### config.mk
export PLATFORM = sky130hd
export DESIGN_NAME = termometre_driver_flat
export DESIGN_NICKNAME = d
export VERILOG_FILES = /design/src/rtl/termometre_pkg.sv /design/src/rtl/termometre_driver_if.sv /design/src/rtl/termometre_decode.sv /design/src/rtl/termometre_driver.sv /design/src/flat_wrapper.sv
export SDC_FILE = /design/constraint.sdc
export NUM_CORES = 1
export LEC_CHECK = 0
export BUFFER_PORTS_ARGS = -buffer_cell sky130_fd_sc_hd__buf_4
export CAP_MARGIN = 30
export CORE_MARGIN = 2
export CORE_UTILIZATION = 40
export DETAILED_ROUTE_END_ITERATION = 6
export GPL_TIMING_DRIVEN = 0
export PLACE_DENSITY = 0.62
export SYNTH_ARGS = -nofsm -noshare
export SYNTH_HDL_FRONTEND = slang
export SYNTH_HIERARCHICAL = 1
export SYNTH_SLANG_ARGS = --single-unit
### constraint.sdc
create_clock -name clk -period 4.75 [get_ports clk]
set_input_delay 0.475 -clock clk [delete_from_list [all_inputs] [get_ports clk]]
set_output_delay 0.475 -clock clk [all_outputs]
set_load 0.01 [all_outputs]
### src/rtl/termometre_pkg.sv
// Shared definitions for the thermometer bar driver: default sizes, FSM states
// and the acceptance-time clamp.
package termometre_pkg;

  localparam int WIDTH_DEF = 63;
  localparam int BIN_W_DEF = 6;

  typedef enum logic [1:0] {
    IDLE      = 2'd0,
    RAMP_UP   = 2'd1,
    RAMP_DOWN = 2'd2
  } state_e;

  // Limits a requested level to the top segment; the only saturation point.
  function automatic int unsigned clamp_level(input int unsigned lvl,
                                              input int unsigned max_lvl);
    return (lvl > max_lvl) ? max_lvl : lvl;
  endfunction

endpackage

### src/rtl/termometre_driver_if.sv
// Valid/ready channel that carries a target level into the bar driver.
interface termometre_driver_if
  import termometre_pkg::*;
#(
  parameter int BIN_W = BIN_W_DEF
);

  logic [BIN_W-1:0] level;
  logic             level_valid;
  logic             level_ready;

  modport master (output level, output level_valid, input  level_ready);
  modport slave  (input  level, input  level_valid, output level_ready);

endinterface

### src/rtl/termometre_decode.sv
// Binary-to-thermometer decode: bit i is set when bin exceeds i, so any input
// at or above WIDTH lights every segment.
module termometre_decode
  import termometre_pkg::*;
#(
  parameter int WIDTH = WIDTH_DEF,
  parameter int BIN_W = BIN_W_DEF
) (
  input  logic [BIN_W-1:0] bin,
  output logic [WIDTH-1:0] therm
);

  // Per-segment magnitude compare.
  always_comb begin
    therm = '0;
    for (int i = 0; i < WIDTH; i++) begin
      therm[i] = (32'(bin) > 32'(i));
    end
  end

endmodule

### src/rtl/termometre_driver.sv
// Thermometer bar driver: accepts a target level, ramps the displayed level one
// segment per STEP_DIV cycles and sounds a tone while the level is low.
module termometre_driver
  import termometre_pkg::*;
#(
  parameter int WIDTH       = WIDTH_DEF,
  parameter int BIN_W       = BIN_W_DEF,
  parameter int STEP_DIV    = 1000,
  parameter int ALARM_LEVEL = 10,
  parameter int TONE_DIV    = 2500
) (
  input  logic                clk,
  input  logic                rst,
  termometre_driver_if.slave  lvl_if,
  output logic [BIN_W-1:0]    current,
  output logic [WIDTH-1:0]    termometre,
  output logic                busy,
  output logic                speaker
);

  localparam int STEP_W = (STEP_DIV > 1) ? $clog2(STEP_DIV) : 1;
  localparam int TONE_W = (TONE_DIV > 1) ? $clog2(TONE_DIV) : 1;
  localparam logic [STEP_W-1:0] STEP_LAST = STEP_W'(STEP_DIV - 1);
  localparam logic [TONE_W-1:0] TONE_LAST = TONE_W'(TONE_DIV - 1);
  localparam logic [BIN_W-1:0]  ALARM_LVL = BIN_W'(ALARM_LEVEL);

  state_e            state_r,    state_s;
  logic [BIN_W-1:0]  current_r,  current_s;
  logic [BIN_W-1:0]  target_r,   target_s;
  logic [STEP_W-1:0] step_cnt_r, step_cnt_s;
  logic [TONE_W-1:0] tone_cnt_r;
  logic              speaker_r;
  logic [BIN_W-1:0]  clamped_s;
  logic              alarm_s;

  assign clamped_s = BIN_W'(clamp_level(32'(lvl_if.level), WIDTH));
  assign alarm_s   = (current_r < ALARM_LVL);

  // FSM, ramp step counter and displayed level registers.
  always_ff @(posedge clk or posedge rst) begin
    if (rst) begin
      state_r    <= IDLE;
      current_r  <= '0;
      target_r   <= '0;
      step_cnt_r <= '0;
    end else begin
      state_r    <= state_s;
      current_r  <= current_s;
      target_r   <= target_s;
      step_cnt_r <= step_cnt_s;
    end
  end

  // Next-state logic: targets are only taken in IDLE, so a ramp is never retargeted.
  always_comb begin
    state_s    = state_r;
    current_s  = current_r;
    target_s   = target_r;
    step_cnt_s = step_cnt_r;
    case (state_r)
      IDLE: begin
        step_cnt_s = '0;
        if (lvl_if.level_valid) begin
          target_s = clamped_s;
          if (clamped_s > current_r) begin
            state_s = RAMP_UP;
          end else if (clamped_s < current_r) begin
            state_s = RAMP_DOWN;
          end else begin
            state_s = IDLE;
          end
        end else begin
          state_s = IDLE;
        end
      end
      RAMP_UP: begin
        if (step_cnt_r == STEP_LAST) begin
          step_cnt_s = '0;
          current_s  = current_r + BIN_W'(1);
          if ((current_r + BIN_W'(1)) == target_r) begin
            state_s = IDLE;
          end else begin
            state_s = RAMP_UP;
          end
        end else begin
          step_cnt_s = step_cnt_r + STEP_W'(1);
        end
      end
      RAMP_DOWN: begin
        if (step_cnt_r == STEP_LAST) begin
          step_cnt_s = '0;
          current_s  = current_r - BIN_W'(1);
          if ((current_r - BIN_W'(1)) == target_r) begin
            state_s = IDLE;
          end else begin
            state_s = RAMP_DOWN;
          end
        end else begin
          step_cnt_s = step_cnt_r + STEP_W'(1);
        end
      end
      default: begin
        state_s    = IDLE;
        step_cnt_s = '0;
      end
    endcase
  end

  // Tone generator: free-runs while alarmed, restarts from zero on each new alarm.
  always_ff @(posedge clk or posedge rst) begin
    if (rst) begin
      tone_cnt_r <= '0;
      speaker_r  <= 1'b0;
    end else if (alarm_s) begin
      if (tone_cnt_r == TONE_LAST) begin
        tone_cnt_r <= '0;
        speaker_r  <= ~speaker_r;
      end else begin
        tone_cnt_r <= tone_cnt_r + TONE_W'(1);
      end
    end else begin
      tone_cnt_r <= '0;
      speaker_r  <= 1'b0;
    end
  end

  assign lvl_if.level_ready = (state_r == IDLE);
  assign busy               = (state_r != IDLE);
  assign current            = current_r;
  assign speaker            = speaker_r;

  termometre_decode #(
    .WIDTH (WIDTH),
    .BIN_W (BIN_W)
  ) u_decode (
    .bin   (current_r),
    .therm (termometre)
  );

endmodule

### src/flat_wrapper.sv
// flat-port wrapper written by rule: the top's interface ports become plain ports
module termometre_driver_flat import termometre_pkg::*;
#(
  parameter int WIDTH       = WIDTH_DEF,
  parameter int BIN_W       = BIN_W_DEF,
  parameter int STEP_DIV    = 1000,
  parameter int ALARM_LEVEL = 10,
  parameter int TONE_DIV    = 2500
)
  (clk, rst, current, termometre, busy, speaker, lvl_if_level, lvl_if_level_valid, lvl_if_level_ready);
  termometre_driver_if #(.BIN_W(BIN_W)) lvl_if_i ();
  input  logic clk;
  input  logic rst;
  output logic [BIN_W-1:0] current;
  output logic [WIDTH-1:0] termometre;
  output logic busy;
  output logic speaker;
  input wire logic [$bits(lvl_if_i.level)-1:0] lvl_if_level;
  input wire logic [$bits(lvl_if_i.level_valid)-1:0] lvl_if_level_valid;
  output wire logic [$bits(lvl_if_i.level_ready)-1:0] lvl_if_level_ready;
  assign lvl_if_i.level = lvl_if_level;
  assign lvl_if_i.level_valid = lvl_if_level_valid;
  assign lvl_if_level_ready = lvl_if_i.level_ready;
  termometre_driver #(.WIDTH(WIDTH), .BIN_W(BIN_W), .STEP_DIV(STEP_DIV), .ALARM_LEVEL(ALARM_LEVEL), .TONE_DIV(TONE_DIV)) u_core (.clk(clk), .rst(rst), .lvl_if(lvl_if_i), .current(current), .termometre(termometre), .busy(busy), .speaker(speaker));
endmodule
==> results.ini <==
[outcome]
outcome = finished clean

[setup_path]
cp-end-kind = flop
path_cells = inv_1, ha_1, xnor2_1, or3_1, o311a_1, a221o_1
slowest_stage = dfrtp_1
cpLargestDelayFamily = compound AO/OA/AOI/OAI gates
rrSetupSlack_ns = 2.45
cp_num_cells = 6
required_ns = 4.93
critPathKind = reg2reg
crit_arrival_ns = 2.49
crit_path_max_incr_delay_ns = 0.56
worst-r2r-cell-count = 6
worst-path-buf-inv = 1
startpoint_type = flop
critical_path.max_fanout = 10

[logic_synthesis]
avgSynthCellArea_um2 = 8.46
ys_ff_latch = 37
seq_area_frac_synth = 0.331
syn_area_um2 = 2800
ys.flop_type = dfrtp_1
yosysWarningCount = 6
synthArstFlopShare = 1.00
synthesis.nets = 354
synth_edf_count = 0
ys_types = 56
syn_inst = 331

[cells_and_area]
antennaDiodeCount = 0
drive_above_1_share = 0.294
finalNetCount = 441
area_growth_pct = 28.9
nFillCells = 674

[floorplanning]
die_area_um2 = 7690
ioPinCount = 81
start_util = 0.412
core_region_area_um2 = 6790
die_y_um = 87.7
chipWidth_um = 87.7
rows = 30

[routing]
wire_per_inst_um = 13.7
postRouteAntennaNets = 0
vias = 2591
wl_um = 7070
dr.first_iter.drc_count = 143
dr.pass1.iters = 4
viasPerCell = 5.03
drcViolationCount = 0

[timing]
hold_viol = 0
finalCriticalPeriod_ns = 2.30
clock.fmax_mhz = 434
rsz0062_at_grt = no
period_share = 0.485
slew_violations = 0
tns_ns = 0
setup_viol = 0
relSlewSlack = 0.476
max_slew.worst_pin.slew_ns = 0.784
fin_skew_ns = 0.00601

[power]
peakVddDrop_v = 0.000195
p_leak_nw = 1.77
p_per_area_nw_per_um2 = 156
total_power_mw = 0.565

[clock_tree]
cts-buffers-inserted = 5
hold_buffers = 0
path_clk_slew_ns = 0.08
clkSinkCount = 37
clock_latency_ns = 0.30
tritoncts = done
cts_root_buf = clkbuf_8
ctsResizeCount = 0
post-cts-setup-buffer-count = 0
clockBufferDepth = 2
htreeDepth = 2

[place]
hpwl_um = 5390
gp_congestion = 0.808
numPortBuffers = 80

[global_route]
grt_pass1_wl_um = 11500
grt_antenna_before_repair = 0
grt_remaining_overflow = 0
grt_util_all_layers = 0.187
grt_max_degree = 38
first_global_vias = 2358

[min_path]
hp-class = in2async

[job]
drv_cap = 0

[layout by cell type (no fill, tap or decap), types with 6 or more instances in the layout]
cell type | synthesis | layout
nand3_1 | 14 | 14
o21bai_1 | 11 | 11
buf_4 | 6 | 86
inv_1 | 21 | 20
dfrtp_1 | 37 | 37
a21oi_1 | 8 | 8
nor2b_1 | 6 | 6
nand2_1 | 38 | 38
ha_1 | 14 | 14
o21ai_0 | 13 | 13
xnor2_1 | 19 | 19
xor2_1 | 15 | 15
a21boi_0 | 7 | 7
nor2_1 | 44 | 44
[synthesized netlist by cell type, drive strengths merged, types with 6 or more instances]
| cell | n | share of area |
|---|---|---|
| nor2 | 44 | 0.059 |
| o21ai | 14 | 0.025 |
| clkbuf | 6 | 0.0094 |
| buf | 14 | 0.037 |
| nand2 | 39 | 0.053 |
| a21oi | 8 | 0.014 |
| xnor2 | 20 | 0.065 |
| inv | 21 | 0.028 |
| o21bai | 11 | 0.029 |
| a21boi | 10 | 0.027 |
| nor2b | 6 | 0.013 |
| nor3 | 8 | 0.020 |
| xor2 | 15 | 0.047 |
| dfrtp | 37 | 0.33 |
| nand3 | 16 | 0.032 |
| ha | 14 | 0.063 |
[worst paths after layout]
path | end | from
worst max-delay path | u_core/state_r[1]$_DFFE_PP0P_ | u_core/current[0]$_DFFE_PP0P_
worst min-delay path | u_core/step_cnt_r[5]$_DFF_PP0_ | rst
worst max register to register | u_core/state_r[1]$_DFFE_PP0P_ | u_core/current[0]$_DFFE_PP0P_
worst min register to register | u_core/step_cnt_r[0]$_DFF_PP0_ | u_core/step_cnt_r[0]$_DFF_PP0_
max in group asynchronous | u_core/tone_cnt_r[5]$_DFF_PP0_ | rst
min in group clk | u_core/target_r[2]$_DFFE_PP0P_ | lvl_if_level[2]
[registers in the layout, summed over array words and instances, names as in the netlist]
signal / count
u_core/current: 6
u_core/target_r: 6
u_core/tone_cnt_r: 12
u_core/speaker: 1
u_core/state_r: 2
u_core/step_cnt_r: 10
[worst reg2reg max path: stages, from the launching register on]
cell and delay [ns]:
dfrtp_1 0.56, inv_1 0.15, ha_1 0.35, xnor2_1 0.15
or3_1 0.37, o311a_1 0.34, a221o_1 0.27
[area by class of cell]
| class | instances | area, µm² | area share |
|---|---|---|---|
| sequential | 37 | 926 | 0.256 |
| multi-input combinational | 253 | 1670 | 0.461 |
| buffer | 20 | 130 | 0.0360 |
| inverter | 21 | 78.8 | 0.0218 |
| clock buffer | 5 | 68.8 | 0.0191 |
| timing repair buffer | 80 | 601 | 0.166 |
| clock inverter | 3 | 21.3 | 0.00589 |
| tap | 96 | 120 | 0.0333 |
[cell families after synthesis]
group,Yosys count,synth area share
simple gates,138,0.245
compound gates,60,0.152
buf+inv,41,0.0746
flops,37,0.331
xor+xnor,35,0.112
fa+ha+maj,14,0.0625
mux,6,0.0237
[where the power goes]
group / internal [mW] / leakage (nW) / switching, mW / total [mW]
clock: 0.104 / 0.0445 / 0.128 / 0.232
combinational: 0.00714 / 1.25 / 0.0110 / 0.0181
sequential: 0.315 / 0.483 / 0 / 0.315
total: 0.426 / 1.77 / 0.139 / 0.565
[stage by stage]
step	utilization	hold WS, ns	cells	worst slack, ns	cell area (µm²)
2_1_floorplan	-	0.433	331	2.58	2800
3_3_place_gp	0.518	0.448	507	2.45	3520
3_5_place_dp	0.518	0.462	507	2.46	3520
4_1_cts	0.532	0.356	515	2.44	3610
5_1_grt	0.532	0.404	515	2.32	3610
6_report	0.532	0.321	515	2.45	3610
[layer usage]
layer | routed length, µm | GRT usage
met1 | 3340 | 0.266
met2 | 3230 | 0.292
met3 | 420 | 0.0368
met4 | 82 | 0.0476
met5 | 0 | 0
No activity file was read; power rests on OpenSTA's default activity.
